--- src/rtl/orpsoc_mailbox_pkg.sv ---
`default_nettype none
// +--------------------------------------------------------------------+
// | orpsoc_mailbox_pkg                                                 |
// | Register indices, STATUS bit positions and bus states for mailbox. |
// | Revision: 1.0                                                      |
// +--------------------------------------------------------------------+
package orpsoc_mailbox_pkg;

  localparam logic [2:0] c_REG_PUTC    = 3'd0;
  localparam logic [2:0] c_REG_REPORT  = 3'd1;
  localparam logic [2:0] c_REG_EXIT    = 3'd2;
  localparam logic [2:0] c_REG_CYCLE   = 3'd3;
  localparam logic [2:0] c_REG_STATUS  = 3'd4;
  localparam logic [2:0] c_REG_SCRATCH = 3'd5;

  localparam int c_STAT_EMPTY    = 0;
  localparam int c_STAT_FULL     = 1;
  localparam int c_STAT_OVERFLOW = 2;
  localparam int c_STAT_EXIT     = 3;

  typedef enum logic [1:0] {
    BUS_IDLE = 2'd0,
    BUS_WAIT = 2'd1,
    BUS_ACK  = 2'd2
  } bus_state_e;

  // Indices above SCRATCH are unmapped and terminate with an error.
  function automatic logic reg_is_err(input logic [2:0] idx);
    return (idx > c_REG_SCRATCH);
  endfunction

endpackage
`default_nettype wire

--- src/rtl/orpsoc_sim_mailbox_if.sv ---
`default_nettype none
// +--------------------------------------------------------------------+
// | orpsoc_sim_mailbox_if                                              |
// | Classic Wishbone bus bundle with master and slave views.           |
// | Revision: 1.0                                                      |
// +--------------------------------------------------------------------+
interface orpsoc_sim_mailbox_if;
  logic [31:0] wb_adr;
  logic [31:0] wb_dat_w;
  logic [3:0]  wb_sel;
  logic        wb_we;
  logic        wb_cyc;
  logic        wb_stb;
  logic [31:0] wb_dat_r;
  logic        wb_ack;
  logic        wb_err;

  modport master (
    output wb_adr, wb_dat_w, wb_sel, wb_we, wb_cyc, wb_stb,
    input  wb_dat_r, wb_ack, wb_err
  );

  modport slave (
    input  wb_adr, wb_dat_w, wb_sel, wb_we, wb_cyc, wb_stb,
    output wb_dat_r, wb_ack, wb_err
  );
endinterface
`default_nettype wire

--- src/rtl/orpsoc_mailbox_fifo.sv ---
`default_nettype none
// +--------------------------------------------------------------------+
// | orpsoc_mailbox_fifo                                                |
// | Synchronous power-of-two FIFO; a push into a full FIFO is accepted |
// | only when a pop happens in the same cycle.                         |
// | Revision: 1.0                                                      |
// +--------------------------------------------------------------------+
module orpsoc_mailbox_fifo #(
  parameter int DEPTH = 16,
  parameter int WIDTH = 8
) (
  input  logic                     clk,
  input  logic                     rst_n,
  input  logic                     i_push,
  input  logic [WIDTH-1:0]         i_data,
  input  logic                     i_pop,
  output logic [WIDTH-1:0]         o_data,
  output logic [$clog2(DEPTH):0]   o_count,
  output logic                     o_full,
  output logic                     o_empty
);

  localparam int c_AW = $clog2(DEPTH);

  logic [WIDTH-1:0] r_mem [DEPTH];
  logic [c_AW-1:0]  r_wr_ptr;
  logic [c_AW-1:0]  r_rd_ptr;
  logic [c_AW:0]    r_count;
  logic             w_pop;
  logic             w_push;

  assign o_empty = (r_count == '0);
  assign o_full  = (r_count == (c_AW+1)'(DEPTH));
  assign o_count = r_count;
  assign w_pop   = i_pop & ~o_empty;
  assign w_push  = i_push & (~o_full | w_pop);
  // Head is forced to zero while empty so the output is clean out of reset.
  assign o_data  = o_empty ? '0 : r_mem[r_rd_ptr];

  always_ff @(posedge clk or negedge rst_n) begin
    if (!rst_n) begin
      r_wr_ptr <= '0;
      r_rd_ptr <= '0;
      r_count  <= '0;
    end else begin
      if (w_push) r_wr_ptr <= r_wr_ptr + c_AW'(1);
      if (w_pop)  r_rd_ptr <= r_rd_ptr + c_AW'(1);
      case ({w_push, w_pop})
        2'b10:   r_count <= r_count + (c_AW+1)'(1);
        2'b01:   r_count <= r_count - (c_AW+1)'(1);
        default: r_count <= r_count;
      endcase
    end
  end

  always_ff @(posedge clk) begin
    if (w_push) r_mem[r_wr_ptr] <= i_data;
  end

endmodule
`default_nettype wire

--- src/rtl/orpsoc_sim_mailbox.sv ---
`default_nettype none
// +--------------------------------------------------------------------+
// | orpsoc_sim_mailbox                                                 |
// | Wishbone mailbox carrying characters, reports and exit status from |
// | software to the bench. Option: MAILBOX_PUTC_STALL_EN (stall PUTC   |
// | on a full FIFO instead of dropping the byte).                      |
// | Revision: 1.0                                                      |
// +--------------------------------------------------------------------+
module orpsoc_sim_mailbox
  import orpsoc_mailbox_pkg::*;
#(
  parameter int FIFO_DEPTH = 16,
  parameter int CYC_W      = 32
) (
  input  logic                 clk,
  input  logic                 rst_n,
  orpsoc_sim_mailbox_if.slave  wb,
  output logic                 char_valid_o,
  output logic [7:0]           char_data_o,
  input  logic                 char_ready_i,
  output logic                 report_valid_o,
  output logic [31:0]          report_data_o,
  output logic                 exit_o,
  output logic [31:0]          exit_code_o
);

  localparam int         c_CNT_W  = $clog2(FIFO_DEPTH) + 1;
  localparam logic [1:0] c_S_IDLE = BUS_IDLE;
  localparam logic [1:0] c_S_WAIT = BUS_WAIT;
  localparam logic [1:0] c_S_ACK  = BUS_ACK;

  logic [1:0]       r_state;
  logic             r_ack;
  logic             r_err;
  logic             r_we;
  logic [2:0]       r_idx;
  logic [31:0]      r_wdat;
  logic [3:0]       r_sel;
  logic [31:0]      r_rdata;
  logic [CYC_W-1:0] r_cycle;
  logic             r_overflow;
  logic [31:0]      r_scratch;
  logic [31:0]      r_report_data;
  logic             r_report_valid;
  logic             r_exit;
  logic [31:0]      r_exit_code;

  logic             w_req;
  logic [2:0]       w_idx;
  logic             w_is_err;
  logic             w_putc_block;
  logic             w_go_ack;
  logic             w_commit;
  logic             w_push;
  logic             w_pop;
  logic             w_overflow_set;
  logic             w_full;
  logic             w_empty;
  logic [c_CNT_W-1:0] w_count;
  logic [7:0]       w_head;
  logic [31:0]      w_rdata;
  logic             w_unused_adr;

  assign w_req        = wb.wb_cyc & wb.wb_stb;
  assign w_idx        = wb.wb_adr[4:2];
  assign w_is_err     = reg_is_err(w_idx);
  assign w_unused_adr = ^{wb.wb_adr[31:5], wb.wb_adr[1:0]};
  assign w_pop        = ~w_empty & char_ready_i;

  // r_ack is only ever high in ACK, so it doubles as the commit strobe.
  assign w_commit = r_ack & r_we;
  assign w_push   = w_commit & (r_idx == c_REG_PUTC) & (r_sel != 4'd0);

`ifdef MAILBOX_PUTC_STALL_EN
  assign w_putc_block   = w_req & wb.wb_we & (w_idx == c_REG_PUTC) &
                          (wb.wb_sel != 4'd0) & w_full & ~w_pop;
  assign w_overflow_set = 1'b0;
`else
  assign w_putc_block   = 1'b0;
  assign w_overflow_set = w_push & w_full & ~w_pop;
`endif

  assign w_go_ack = w_req & ~w_putc_block &
                    ((r_state == c_S_IDLE) | (r_state == c_S_WAIT));

  always_comb begin
    w_rdata = '0;
    case (w_idx)
      c_REG_PUTC:    w_rdata = 32'(w_count);
      c_REG_REPORT:  w_rdata = r_report_data;
      c_REG_EXIT:    w_rdata = r_exit_code;
      c_REG_CYCLE:   w_rdata = 32'(r_cycle);
      c_REG_STATUS:  w_rdata = {28'd0, r_exit, r_overflow, w_full, w_empty};
      c_REG_SCRATCH: w_rdata = r_scratch;
      default:       w_rdata = '0;
    endcase
  end

  always_ff @(posedge clk or negedge rst_n) begin
    if (!rst_n) begin
      r_state <= c_S_IDLE;
      r_ack   <= 1'b0;
      r_err   <= 1'b0;
      r_we    <= 1'b0;
      r_idx   <= '0;
      r_wdat  <= '0;
      r_sel   <= '0;
      r_rdata <= '0;
    end else begin
      r_ack <= w_go_ack & ~w_is_err;
      r_err <= w_go_ack & w_is_err;
      if (w_go_ack) begin
        r_state <= c_S_ACK;
        r_we    <= wb.wb_we;
        r_idx   <= w_idx;
        r_wdat  <= wb.wb_dat_w;
        r_sel   <= wb.wb_sel;
        r_rdata <= w_is_err ? 32'd0 : w_rdata;
      end else begin
        case (r_state)
          c_S_IDLE: if (w_req) r_state <= c_S_WAIT;
          c_S_WAIT: if (!w_req) r_state <= c_S_IDLE;
          default:  r_state <= c_S_IDLE;
        endcase
      end
    end
  end

  always_ff @(posedge clk or negedge rst_n) begin
    if (!rst_n) begin
      r_cycle        <= '0;
      r_overflow     <= 1'b0;
      r_scratch      <= '0;
      r_report_data  <= '0;
      r_report_valid <= 1'b0;
      r_exit         <= 1'b0;
      r_exit_code    <= '0;
    end else begin
      r_cycle        <= r_cycle + CYC_W'(1);
      r_report_valid <= 1'b0;
      if (w_commit) begin
        case (r_idx)
          c_REG_REPORT: begin
            r_report_data  <= r_wdat;
            r_report_valid <= 1'b1;
          end
          c_REG_EXIT: begin
            if (!r_exit) begin
              r_exit      <= 1'b1;
              r_exit_code <= r_wdat;
            end
          end
          c_REG_STATUS: begin
            if (r_wdat[c_STAT_OVERFLOW]) r_overflow <= 1'b0;
          end
          c_REG_SCRATCH: begin
            for (int b = 0; b < 4; b++) begin
              if (r_sel[b]) r_scratch[8*b +: 8] <= r_wdat[8*b +: 8];
            end
          end
          default: ;
        endcase
      end
      if (w_overflow_set) r_overflow <= 1'b1;
    end
  end

  orpsoc_mailbox_fifo #(
    .DEPTH (FIFO_DEPTH),
    .WIDTH (8)
  ) u_fifo (
    .clk     (clk),
    .rst_n   (rst_n),
    .i_push  (w_push),
    .i_data  (r_wdat[7:0]),
    .i_pop   (char_ready_i),
    .o_data  (w_head),
    .o_count (w_count),
    .o_full  (w_full),
    .o_empty (w_empty)
  );

  assign wb.wb_ack      = r_ack;
  assign wb.wb_err      = r_err;
  assign wb.wb_dat_r    = r_ack ? r_rdata : 32'd0;
  assign char_valid_o   = ~w_empty;
  assign char_data_o    = w_head;
  assign report_valid_o = r_report_valid;
  assign report_data_o  = r_report_data;
  assign exit_o         = r_exit;
  assign exit_code_o    = r_exit_code;

endmodule
`default_nettype wire

--- src/flat_wrapper.sv ---
// flat-port wrapper written by rule: the top's interface ports become plain ports
module orpsoc_sim_mailbox_flat import orpsoc_mailbox_pkg::*;
#(
  parameter int FIFO_DEPTH = 16,
  parameter int CYC_W      = 32
)
  (clk, rst_n, char_valid_o, char_data_o, char_ready_i, report_valid_o, report_data_o, exit_o, exit_code_o, wb_wb_adr, wb_wb_dat_w, wb_wb_sel, wb_wb_we, wb_wb_cyc, wb_wb_stb, wb_wb_dat_r, wb_wb_ack, wb_wb_err);
  orpsoc_sim_mailbox_if wb_i ();
  input  logic clk;
  input  logic rst_n;
  output logic char_valid_o;
  output logic [7:0] char_data_o;
  input  logic char_ready_i;
  output logic report_valid_o;
  output logic [31:0] report_data_o;
  output logic exit_o;
  output logic [31:0] exit_code_o;
  input wire logic [$bits(wb_i.wb_adr)-1:0] wb_wb_adr;
  input wire logic [$bits(wb_i.wb_dat_w)-1:0] wb_wb_dat_w;
  input wire logic [$bits(wb_i.wb_sel)-1:0] wb_wb_sel;
  input wire logic [$bits(wb_i.wb_we)-1:0] wb_wb_we;
  input wire logic [$bits(wb_i.wb_cyc)-1:0] wb_wb_cyc;
  input wire logic [$bits(wb_i.wb_stb)-1:0] wb_wb_stb;
  output wire logic [$bits(wb_i.wb_dat_r)-1:0] wb_wb_dat_r;
  output wire logic [$bits(wb_i.wb_ack)-1:0] wb_wb_ack;
  output wire logic [$bits(wb_i.wb_err)-1:0] wb_wb_err;
  assign wb_i.wb_adr = wb_wb_adr;
  assign wb_i.wb_dat_w = wb_wb_dat_w;
  assign wb_i.wb_sel = wb_wb_sel;
  assign wb_i.wb_we = wb_wb_we;
  assign wb_i.wb_cyc = wb_wb_cyc;
  assign wb_i.wb_stb = wb_wb_stb;
  assign wb_wb_dat_r = wb_i.wb_dat_r;
  assign wb_wb_ack = wb_i.wb_ack;
  assign wb_wb_err = wb_i.wb_err;
  orpsoc_sim_mailbox #(.FIFO_DEPTH(FIFO_DEPTH), .CYC_W(CYC_W)) u_core (.clk(clk), .rst_n(rst_n), .wb(wb_i), .char_valid_o(char_valid_o), .char_data_o(char_data_o), .char_ready_i(char_ready_i), .report_valid_o(report_valid_o), .report_data_o(report_data_o), .exit_o(exit_o), .exit_code_o(exit_code_o));
endmodule
--- config.mk ---
export PLATFORM = sky130hd
export DESIGN_NAME = orpsoc_sim_mailbox_flat
export DESIGN_NICKNAME = d
export VERILOG_FILES = /design/src/rtl/orpsoc_mailbox_pkg.sv /design/src/rtl/orpsoc_sim_mailbox_if.sv /design/src/rtl/orpsoc_mailbox_fifo.sv /design/src/rtl/orpsoc_sim_mailbox.sv /design/src/flat_wrapper.sv
export SDC_FILE = /design/constraint.sdc
export NUM_CORES = 1
export LEC_CHECK = 0
export BUFFER_PORTS_ARGS = -buffer_cell sky130_fd_sc_hd__buf_4
export CORE_MARGIN = 5
export CORE_UTILIZATION = 62
export CTS_CLUSTER_SIZE = 25
export DETAILED_ROUTE_END_ITERATION = 10
export PLACE_DENSITY = 0.95
export SYNTH_ARGS = -nofsm -noshare
export SYNTH_HDL_FRONTEND = slang
export SYNTH_SLANG_ARGS = --single-unit
--- constraint.sdc ---
create_clock -name clk -period 5.82 [get_ports clk]
set_input_delay 0.582 -clock clk [delete_from_list [all_inputs] [get_ports clk]]
set_output_delay 0.582 -clock clk [all_outputs]
set_load 0.005 [all_outputs]
==> impl_metrics.csv, run 1 <==
group,metric,value,unit
timing,fin_setup_tns,0,ns
critical_path,crit_required,5.93,ns
route,wl,35.3,mm
synthesis,ys.flop_type,"dfrtp_1",
floorplanning,core.rowCount,56,
critical_path,worstSetupPathType,"reg -> reg",
min_path,hp-class,"in -> async",
global_routing,grt_overflow_total,0,
timing,fin_skew,0.0167,ns
clock_tree,post-cts-setup-buffer-count,0,
clock_tree,ctsLongestPathBuffers,3,
floorplanning,start_util,62.4,%
synthesis,yosysWarningCount,0,
timing,slew-limit-headroom,15.9,%
route,wl_per_cell,23.1,um
critical_path,end_kind,"flip-flop",
route,drtIter0Drc,810,
critical_path,crit_arrival,3.61,ns
floorplanning,floorplan.die_area,26500,um2
critical_path,max_stage_delay,0.99,ns
floorplanning,die_w,163,um
critical_path,worst-path-stages,6,
timing,rsz0062_at_grt,"no",
timing,tightestPinTransition,1.25,ns
placed_design,numPortBuffers,153,
global_routing,grt_pass1_wl,55.2,mm
timing,finalHoldViolCount,0,
synthesis,synth-seq-cells,347,
critical_path,cp-startpoint,"u_core.wb.wb_ack$_DFF_PN0_",
clock_tree,hold_buffers,0,
finish,drive_gt1_share,29.8,%
critical_path,r2r_setup_slack,2.33,ns
synthesis,ys_seq_area_share,64.4,%
route,viasPerCell,6.17,
clock_tree,clock-sinks,347,
finish,nets,1265,
synthesis,synth_nets,1120,
critical_path,regToRegEndpoint,"u_core.u_fifo.r_mem[0][2]$_DFFE_PP_",
timing,finalCritPeriodShare,60.0,%
clock_tree,cts_buffers,35,
critical_path,cp_max_fo,36,
clock_tree,clk_pin_slew,0.06,ns
critical_path,cp_slowest_cell,"nor3_1",
clock_tree,cts_tree,"done",
global_routing,antenna_found_initial,0,
run,max-cap-violations,0,
clock_tree,cts_resized,0,
finish,diodes,0,
clock_tree,htree_levels,2,
critical_path,crit_family,"simple AND/OR/NAND/NOR gates",
synthesis,syn_avg_cell_area,14.0,um2
floorplanning,pin_count,183,
route,vias,9424,
timing,fin_crit,3.49,ns
critical_path,timing.rr.start,"u_core.wb.wb_ack$_DFF_PN0_",
placed_design,gp_congestion,0.785,
route,drc,0,
synthesis,synth_cell_types,54,
critical_path,startpoint_type,"flip-flop",
finish,area_growth_syn_to_layout,17.5,%
global_routing,track_usage,26.7,%
finish,final_cell_area,17000,um2
floorplanning,coreArea,23200,um2
critical_path,cp.buffers_inverters,1,
critical_path,reg2reg_depth,6,
critical_path,critPathCapture,"u_core.u_fifo.r_mem[0][2]$_DFFE_PP_",
placed_design,dp_hpwl,22.3,mm
synthesis,netlist_area,14500,um2
timing,slew_violations,0,
synthesis,synthCells,1036,
global_routing,grt_start_max_net_pins,108,
critical_path,path_cells,"buf_4, nand3b_1, nor4_4, o21a_1, nand2_1, nor3_1",
route,drtPass1Iterations,5,
power_and_ir_drop,leakagePower,7.46,nW
power_and_ir_drop,power_density,390,nW/um2
placed_design,placed_area,15900,um2
placed_design,dp_worst_setup_slack,2.19,ns
floorplanning,die_h,163,um
clock_tree,clock_latency,0.51,ns
global_routing,grt_pass1_vias,9947,
clock_tree,cts_root_buffer,"clkbuf_16",
route,drtAntennaViolNets,0,
timing,setup_viol,0,
timing,max_freq,286,MHz
synthesis,synth_edf_count,128,
power_and_ir_drop,ir_drop,0.000277,V
timing,setup_slack,2.33,ns
synthesis,async_flop_share,63.1,%
run_status,status,"completed",
-- cell type report --
| cell class | instances | area [um2] |
|---|---|---|
| clock buffers | 55 | 1030 |
| clock inverters | 9 | 90.1 |
| fillers | 1378 | 6190 |
| inverters | 8 | 30.0 |
| multi-input cells | 626 | 4900 |
| flip-flops and latches | 347 | 9330 |
| well taps | 319 | 399 |
| repair buffers | 163 | 1230 |
-- how the worst min path moves through the flow --
stage,startpoint,to,slack (ns),cells after the start
2_1_floorplan,rst_n,u_core.exit_code_o[0]$_DFFE_PN0P_,0.29,0
3_5_place_dp,u_core.r_rdata[23]$_DFFE_PN0P_,u_core.r_rdata[23]$_DFFE_PN0P_,0.46,2
3_3_place_gp,u_core.r_rdata[21]$_DFFE_PN0P_,u_core.r_rdata[21]$_DFFE_PN0P_,0.45,2
5_1_grt,rst_n,u_core.u_fifo.r_rd_ptr[2]$_DFFE_PN0P_,0.17,1
4_1_cts,rst_n,u_core.r_cycle[24]$_DFF_PN0_,0.16,1
6_report,rst_n,u_core.u_fifo.r_rd_ptr[0]$_DFFE_PN0P_,0.10,1
-- routing by layer --
layer / vias up / routed length, um / global-route usage (%)
li1: 4060 / - / -
met1: 4840 / 13300 / 34.5
met2: 442 / 18500 / 46.3
met3: 82 / 2300 / 4.88
met4: 0 / 1110 / 8.54
met5: - / 0 / 0
-- flip-flops by register name (all words and copies together) (netlist names) --
signal	cells
u_core.r_rdata	32
u_core.u_fifo.o_count	5
u_core.wb.wb_ack	1
u_core.exit_code_o	32
u_core.r_state	1
u_core.r_wdat	32
u_core.r_idx	3
u_core.r_scratch	32
u_core.u_fifo.r_wr_ptr	4
u_core.r_cycle	32
u_core.r_overflow	1
u_core.u_fifo.r_rd_ptr	4
u_core.wb.wb_err	1
u_core.u_fifo.r_mem	128
u_core.r_we	1
u_core.exit_o	1
u_core.report_data_o	32
u_core.r_sel	4
u_core.report_valid_o	1
-- worst register-to-register path: stages (launching register included) --
cell and delay, ns:
dfrtp_1 0.32, buf_4 0.35, nand3b_1 0.30, nor4_4 0.53, o21a_1 0.40, nand2_1 0.23
nor3_1 0.99
-- cells by family (layout without fill, tap and decap cells) --
| family | count (synthesis) | count (layout) | share of synthesized area [%] |
|---|---|---|---|
| XOR/XNOR | 39 | 39 | 2.36 |
| flip-flops | 347 | 347 | 64.4 |
| multiplexers | 155 | 155 | 14.7 |
| AO/OA/AOI/OAI | 117 | 117 | 5.93 |
| buffers and inverters | 63 | 235 | 1.86 |
| AND/OR/NAND/NOR | 305 | 305 | 9.84 |
| adder cells (fa/ha/maj) | 10 | 10 | 0.917 |
-- where the power goes --
| group | internal [mW] | switching [mW] | total, mW |
|---|---|---|---|
| combinational | 0.726 | 0.541 | 1.27 |
| clock | 1.27 | 0.908 | 2.18 |
| sequential | 2.79 | 0.392 | 3.18 |
-- through the flow --
| step | hold slack [ns] | instances | power [mW] | util, % |
|---|---|---|---|---|
| 2_1_floorplan | 0.286 | 1036 | 3.88 | - |
| 3_3_place_gp | 0.453 | 1463 | 4.39 | 68.5 |
| 3_5_place_dp | 0.463 | 1463 | 4.48 | 68.5 |
| 4_1_cts | 0.156 | 1527 | 6.66 | 73.3 |
| 5_1_grt | 0.173 | 1527 | 6.91 | 73.3 |
| 6_report | 0.102 | 1527 | 6.63 | 73.3 |
-- synthesized netlist by cell type (20+ instances only) --
master    number  area (um2)
nand2_1      182         683
and2_1        34         213
edfxtp_1     128        3840
dfrtp_1      219        5480
nor2_1        26        97.6
a22o_1        28         245
xnor2_1       29         254
clkbuf_1      27         101
a221oi_1      27         236
mux2_2        99        1110
mux4_2        34         766
o21ai_0       35         175
buf_2         20         100
-- layout by cell type (no fill, tap or decap), drive strengths merged, types with 9 or more instances in the layout --
| cell | netlist | routed |
|---|---|---|
| mux4 | 35 | 35 |
| nand4 | 11 | 11 |
| mux2 | 102 | 102 |
| and2 | 34 | 34 |
| a221oi | 27 | 27 |
| inv | 8 | 10 |
| clkbuf | 27 | 55 |
| a22o | 28 | 28 |
| buf | 28 | 163 |
| nand3 | 15 | 15 |
| nand2 | 183 | 183 |
| mux2i | 18 | 18 |
| xor2 | 10 | 10 |
| dfrtp | 219 | 219 |
| xnor2 | 29 | 29 |
| nor2 | 27 | 27 |
| edfxtp | 128 | 128 |
| o21ai | 36 | 36 |
| ha | 9 | 9 |
Note: power is estimated with default switching activity, not from simulation.
==> inputs of run 2 (changes only) <==
--- a/config.mk
+++ b/config.mk
@@ -5,12 +5,13 @@
 export SDC_FILE = /design/constraint.sdc
 export NUM_CORES = 1
 export LEC_CHECK = 0
+export ABC_AREA = 1
 export BUFFER_PORTS_ARGS = -buffer_cell sky130_fd_sc_hd__buf_4
 export CORE_MARGIN = 5
-export CORE_UTILIZATION = 62
+export CORE_UTILIZATION = 58
 export CTS_CLUSTER_SIZE = 25
 export DETAILED_ROUTE_END_ITERATION = 10
-export PLACE_DENSITY = 0.95
+export PLACE_DENSITY = 0.92
 export SYNTH_ARGS = -nofsm -noshare
 export SYNTH_HDL_FRONTEND = slang
 export SYNTH_SLANG_ARGS = --single-unit
==> constraint.sdc (replaced) <==
create_clock -name clk -period 3.4 [get_ports clk]
set_input_delay 0.34 -clock clk [delete_from_list [all_inputs] [get_ports clk]]
set_output_delay 0.34 -clock clk [all_outputs]
set_load 0.005 [all_outputs]
==> run 2 against run 1 <==
  * Wire length increased by 18%
  * Clock-buffer cell count decreased by 8
  * Global-route usage increased by 1.9 points
  * Combinational power increased by 140%
  * Clock skew increased by 0.014 ns
  * Sequential power increased by 70%
  * Worst setup slack got worse by 1.8 ns
  * Register-to-register slack got worse by 1.5 ns
  * Cell area increased by 3.5%
  * Critical path type is now reg -> out
  * Critical endpoint is now char_data_o[2]
==> impl_metrics.csv, run 2 <==
group,metric,value,unit
route,wl,41.7,mm
synthesis,ys_seq_area_share,62.0,%
route,vias,12400,
floorplanning,start_util,58.2,%
global_routing,grt_overflow_total,0,
timing,fin_skew,0.0302,ns
timing,tightestPinTransition,1.08,ns
synthesis,yosysMostFrequentCell,"nand2_1",
power_and_ir_drop,leakagePower,8.13,nW
timing,fin_setup_tns,0,ns
finish,fin_util,68.1,%
synthesis,synth_largest_area_cell,"dfrtp_1",
synthesis,synthCells,1607,
clock_tree,cts_resized,0,
synthesis,synth_cell_types,36,
global_routing,grt_start_max_net_pins,94,
run_status,status,"completed",
clock_tree,clock_latency,0.53,ns
critical_path,crit_arrival,2.48,ns
placed_design,place_inst,2040,
critical_path,reg2reg_depth,6,
route,drtPass1Iterations,6,
synthesis,synthTopCellsByArea,"dfrtp_1 (36%), edfxtp_1 (26%), nand2_1 (14%), o21ai_0 (4.6%), nand3_1 (4.6%)",
finish,fin_cells,2104,
timing,fin_crit,2.82,ns
finish,top_register,"u_core.u_fifo.r_mem",
run,max-cap-violations,0,
synthesis,synth_top_area_share,36.4,%
min_path,hp-class,"in -> reg",
floorplanning,die_h,171,um
clock_tree,cts_tree,"done",
critical_path,regToRegEndpoint,"u_core.u_fifo.r_mem[0][4]$_DFFE_PP_",
synthesis,synth_common_cells,"nand2_1 (565), dfrtp_1 (219), o21ai_0 (139)",
synthesis,yosysWarningCount,0,
timing,rsz0062_at_grt,"no",
critical_path,r2r_setup_slack,0.79,ns
placed_design,placed_area,16500,um2
placed_design,numPortBuffers,153,
critical_path,critPathCapture,"char_data_o[2]",
timing,finalHoldViolCount,0,
route,viasPerCell,5.88,
critical_path,cp_max_fo,66,
finish,nFillCells,1781,
global_routing,track_usage,28.6,%
finish,diodes,0,
min_path,holdPathStages,3,
synthesis,netlist_area,15000,um2
timing,whs,0.0222,ns
global_routing,grt_pass1_wl,65.9,mm
finish,area_growth_syn_to_layout,17.0,%
finish,final_common_cell,"nand2_1",
timing,finalCritPeriodShare,83.1,%
critical_path,worstSetupPathType,"reg -> out",
power_and_ir_drop,ir_drop,0.000495,V
synthesis,synth_edf_count,128,
clock_tree,htree_levels,2,
global_routing,grt_pass1_vias,12600,
placed_design,dp_hpwl,26.6,mm
synthesis,ys.flop_type,"dfrtp_1",
clock_tree,clk_pin_slew,0.06,ns
timing,slew_violations,0,
floorplanning,pin_count,183,
critical_path,crit_required,3.06,ns
synthesis,synth_nets,1691,
timing,max_freq,354,MHz
finish,drive_gt1_share,13.3,%
finish,nets,1827,
clock_tree,cts_buffers,35,
synthesis,async_flop_share,63.1,%
finish,largest_reg_flops,128,
floorplanning,die_w,171,um
critical_path,startpoint_type,"flip-flop",
route,drtAntennaViolNets,0,
critical_path,end_kind,"output pin",
clock_tree,ctsLongestPathBuffers,3,
timing,setup_viol,0,
critical_path,timing.rr.start,"u_core.r_we$_DFFE_PN0P_",
placed_design,gp_congestion,0.891,
synthesis,synth-seq-cells,347,
critical_path,cp-startpoint,"u_core.u_fifo.r_rd_ptr[0]$_DFFE_PN0P_",
global_routing,antenna_found_initial,0,
route,drc,0,
synthesis,syn_avg_cell_area,9.36,um2
route,wl_per_cell,19.8,um
finish,final_cell_area,17600,um2
floorplanning,core.rowCount,59,
power_and_ir_drop,power_density,696,nW/um2
route,drtIter0Drc,1665,
floorplanning,coreArea,25800,um2
clock_tree,clock-sinks,347,
clock_tree,cts_root_buffer,"clkbuf_16",
timing,slew-limit-headroom,27.4,%
finish,final_cell_mix,"nand2_1 (564), dfrtp_1 (219), buf_4 (166)",
floorplanning,floorplan.die_area,29300,um2
[run 2: report_power, final]
group / internal, mW / switching (mW)
clock network: 2.18 / 1.61
registers: 4.88 / 0.532
logic: 1.23 / 1.82
[run 2: cells by family (layout without fill, tap and decap cells)]
kind of cell | count (synthesis) | after routing | share of synthesized area (%)
simple gates | 796 | 796 | 21.6
compound gates | 218 | 218 | 8.22
xor+xnor | 33 | 33 | 1.92
flops | 347 | 347 | 62.0
fa+ha+maj | 10 | 10 | 0.882
buf+inv | 203 | 365 | 5.44
[run 2: how the worst min path moves through the flow]
| stage | start | to | slack, ns |
|---|---|---|---|
| global placement | rst_n | u_core.r_rdata[3]$_DFFE_PN0P_ | 0.41 |
| global route | wb_wb_sel[2] | u_core.r_sel[2]$_DFFE_PN0P_ | 0.02 |
| floorplan | rst_n | u_core.exit_code_o[0]$_DFFE_PN0P_ | 0.04 |
| CTS | wb_wb_dat_w[21] | u_core.r_wdat[21]$_DFFE_PN0P_ | 0.01 |
| detailed placement | rst_n | u_core.u_fifo.o_count[1]$_DFFE_PN0P_ | 0.42 |
| finish | wb_wb_dat_w[21] | u_core.r_wdat[21]$_DFFE_PN0P_ | 0.02 |
[run 2: critical path, stage by stage (launching register included)]
cell and delay [ns]:
dfrtp_1 0.36, buf_4 0.57, nand2_1 0.14, nand3_1 0.17
nand3_1 0.11, nand2_1 0.09, nand2_1 0.07, a21oi_1 0.26
buf_4 0.16
[run 2: layer usage]
metal | GRT usage [%] | wire [um] | up-vias
li1 | - | - | 5517
met1 | 37.7 | 15600 | 5932
met2 | 47.7 | 20500 | 812
met3 | 6.05 | 4270 | 120
met4 | 9.34 | 1360 | 0
met5 | 0 | 0 | -
[run 2: layout make-up]
| type | count | area (um2) | share of cell area, % |
|---|---|---|---|
| multi-input combinational | 1057 | 4910 | 27.9 |
| tap | 335 | 419 | 2.38 |
| sequential | 347 | 9320 | 53.0 |
| clock buffer | 47 | 972 | 5.52 |
| inverter | 131 | 492 | 2.79 |
| clock inverter | 16 | 148 | 0.839 |
| timing repair buffer | 171 | 1330 | 7.56 |
[run 2: stage by stage]
stage / setup slack, ns / power, mW
6_report: 0.575 / 12.3
5_1_grt: 0.578 / 12.8
4_1_cts: 0.716 / 12.2
3_5_place_dp: 0.904 / 8.42
3_3_place_gp: 0.978 / 8.24
2_1_floorplan: 1.26 / 7.03
[run 2: repair_timing]
item | in CTS | in global routing
setup endpoints to repair | 0 | 0
endpoints found under the hold margin | 89 | 0
buffers inserted | 0 | 0
hold buffers | 1 | 0
==> inputs of run 3 (changes only) <==
--- a/config.mk
+++ b/config.mk
@@ -5,13 +5,13 @@
 export SDC_FILE = /design/constraint.sdc
 export NUM_CORES = 1
 export LEC_CHECK = 0
-export ABC_AREA = 1
+export ABC_AREA = 0
 export BUFFER_PORTS_ARGS = -buffer_cell sky130_fd_sc_hd__buf_4
 export CORE_MARGIN = 5
-export CORE_UTILIZATION = 58
+export CORE_UTILIZATION = 52
 export CTS_CLUSTER_SIZE = 25
 export DETAILED_ROUTE_END_ITERATION = 10
-export PLACE_DENSITY = 0.92
+export PLACE_DENSITY = 0.88
 export SYNTH_ARGS = -nofsm -noshare
 export SYNTH_HDL_FRONTEND = slang
 export SYNTH_SLANG_ARGS = --single-unit
==> constraint.sdc (replaced) <==
create_clock -name clk -period 2.4 [get_ports clk]
set_input_delay 0.24 -clock clk [delete_from_list [all_inputs] [get_ports clk]]
set_output_delay 0.24 -clock clk [all_outputs]
set_load 0.005 [all_outputs]
==> run 3 against run 2 <==
  * The flow now finishes with violations (negative setup slack)
  * Worst hold slack worse by 0.0071 ns
  * Wire length is 12% lower
  * First-iteration DRC count is 51% lower
  * Sequential cell count stayed put
  * Critical endpoint is now char_data_o[0]
==> impl_metrics.csv, run 3 (synthesis results as in run 1) <==
group,metric,value,unit
timing,slew-limit-headroom,43.1,%
global_routing,track_usage,23.6,%
timing,finalHoldViolCount,0,
route,wl_per_cell,21.9,um
finish,final_common_cell,"dfrtp_1",
floorplanning,pin_count,183,
placed_design,dp_hpwl,23.1,mm
critical_path,cp_slowest_cell,"mux4_2",
finish,drive_gt1_share,33.5,%
placed_design,placed_area,16400,um2
critical_path,worstSetupPathType,"reg -> out",
timing,rsz0062_at_grt,"yes",
floorplanning,core.rowCount,61,
clock_tree,clock_latency,0.52,ns
critical_path,r2r_setup_slack,-0.02,ns
power_and_ir_drop,pwr-share-comb,24.4,%
route,wl,36.7,mm
power_and_ir_drop,pwr-share-seq,43.9,%
clock_tree,cts_tree,"done",
finish,diodes,0,
power_and_ir_drop,power,17.0,mW
timing,fin_setup_tns,-0.178,ns
placed_design,gp_congestion,0.827,
timing,setup_slack,-0.0397,ns
critical_path,startpoint_type,"flip-flop",
global_routing,antenna_found_initial,0,
critical_path,crit_top_cell,"buf_4",
floorplanning,die_w,177,um
route,drtAntennaViolNets,0,
power_and_ir_drop,power_density,937,nW/um2
timing,slew_violations,0,
global_routing,grt_overflow_total,0,
floorplanning,floorplan.die_area,31300,um2
finish,top_register,"u_core.u_fifo.r_mem",
finish,largest_reg_flops,128,
finish,final_cell_mix,"dfrtp_1 (217), buf_4 (207), nand2_1 (180)",
clock_tree,ctsLongestPathBuffers,3,
floorplanning,start_util,52.4,%
timing,fin_skew,0.0155,ns
timing,fin_crit,2.44,ns
power_and_ir_drop,p_switching,4.69,mW
min_path,hp-class,"in -> reg",
global_routing,grt_pass1_wl,58.0,mm
route,viasPerCell,5.77,
placed_design,numPortBuffers,153,
timing,finalCritPeriodShare,102,%
critical_path,crit_arrival,2.20,ns
clock_tree,clk_pin_slew,0.06,ns
critical_path,max_stage_delay,0.52,ns
run_status,status,"finished with violations",
global_routing,grt_pass1_vias,10400,
critical_path,crit_required,2.16,ns
timing,max_freq,410,MHz
floorplanning,coreArea,27600,um2
floorplanning,die_h,177,um
power_and_ir_drop,ir_drop,0.000556,V
power_and_ir_drop,switching_share,27.6,%
finish,area_growth_syn_to_layout,25.4,%
timing,tightestPinTransition,0.854,ns
global_routing,grt_start_max_net_pins,75,
power_and_ir_drop,power.internal,12.3,mW
route,drc,0,
finish,final_cell_area,18200,um2
clock_tree,cts_root_buffer,"clkbuf_16",
critical_path,cp_max_fo,3,
critical_path,end_kind,"output pin",
timing,setup_viol,8,
finish,fin_util,65.7,%
power_and_ir_drop,leakagePower,7.96,nW
clock_tree,clock-sinks,347,
timing,whs,0.0151,ns
route,drtPass1Iterations,5,
finish,nets,1358,
power_and_ir_drop,p_clk_share,31.7,%
route,vias,9675,
route,drtIter0Drc,824,
clock_tree,cts_buffers,36,
clock_tree,htree_levels,2,
critical_path,path_cells,"buf_4, buf_4, mux4_2, mux2i_1, o22ai_1, buf_4",
run,max-cap-violations,0,
run_status,violations,"negative setup slack",
## run 3: critical path: cells and delay by family (launching register included)
kind	cells	cell delay [ns]
muxes	2	0.72
AOI/OAI and AO/OA	1	0.11
buffers and inverters	3	0.47
DFF	1	0.41
## run 3: worst paths after layout
path / start / end / depth (start not counted)
hold / removal: wb_wb_dat_w[1] / u_core.r_wdat[1]$_DFFE_PN0P_ / 3
max in group asynchronous: rst_n / u_core.r_rdata[6]$_DFFE_PN0P_ / 3
setup reg to reg: u_core.u_fifo.o_count[0]$_DFFE_PN0P_ / u_core.u_fifo.o_count[4]$_DFFE_PN0P_ / 9
hold reg to reg: u_core.u_fifo.r_rd_ptr[3]$_DFFE_PN0P_ / u_core.u_fifo.r_rd_ptr[3]$_DFFE_PN0P_ / 1
min in group asynchronous: rst_n / u_core.r_wdat[25]$_DFFE_PN0P_ / 2
setup / recovery: u_core.u_fifo.r_rd_ptr[0]$_DFFE_PN0P_ / char_data_o[0] / 6
## run 3: final cells by class
class                      count  area [um2]
fill                        1870        9480
sequential                   347        9330
multi-input combinational    626        5030
timing repair buffer         255        2140
clock buffer                  54        1040
tap                          378         473
clock inverter                10         106
inverter                       8        30.0
## run 3: layer usage
| layer | part of all wire, % | track usage (%) | up-vias | wire [um] |
|---|---|---|---|---|
| met5 | 0 | 0 | - | 0 |
| li1 | - | - | 4246 | - |
| met3 | 6.8 | 4.51 | 73 | 2480 |
| met4 | 2.7 | 7.87 | 0 | 983 |
| met2 | 53 | 41.4 | 410 | 19300 |
| met1 | 38 | 29.9 | 4946 | 13900 |
## run 3: per-stage QoR
stage          instances  worst slack, ns
2_1_floorplan       1036          -0.0407
3_3_place_gp        1565           0.0217
3_5_place_dp        1565          -0.0148
4_1_cts             1675          -0.0480
5_1_grt             1678          -0.0982
6_report            1678          -0.0397
## run 3: power by group through the flow
| stage | Combinational (mW) | Clock [mW] | Sequential, mW |
|---|---|---|---|
| after floorplan | 2.12 | 0 | 7.32 |
| after global placement | 3.41 | 0 | 7.48 |
| after global routing | 4.45 | 5.75 | 7.52 |
| after CTS | 4.06 | 5.44 | 7.43 |
| final | 4.15 | 5.40 | 7.46 |
| after detailed placement | 3.55 | 0 | 7.54 |
## run 3: what timing repair did
item                                    4_1_cts  5_1_grt
endpoints found under the hold margin       106        0
cloned                                        2        1
pin swaps                                     8        9
resized for setup                            20        8
endpoints found under the setup margin        9       13
buffers inserted                              7        3
hold buffers                                 37        0
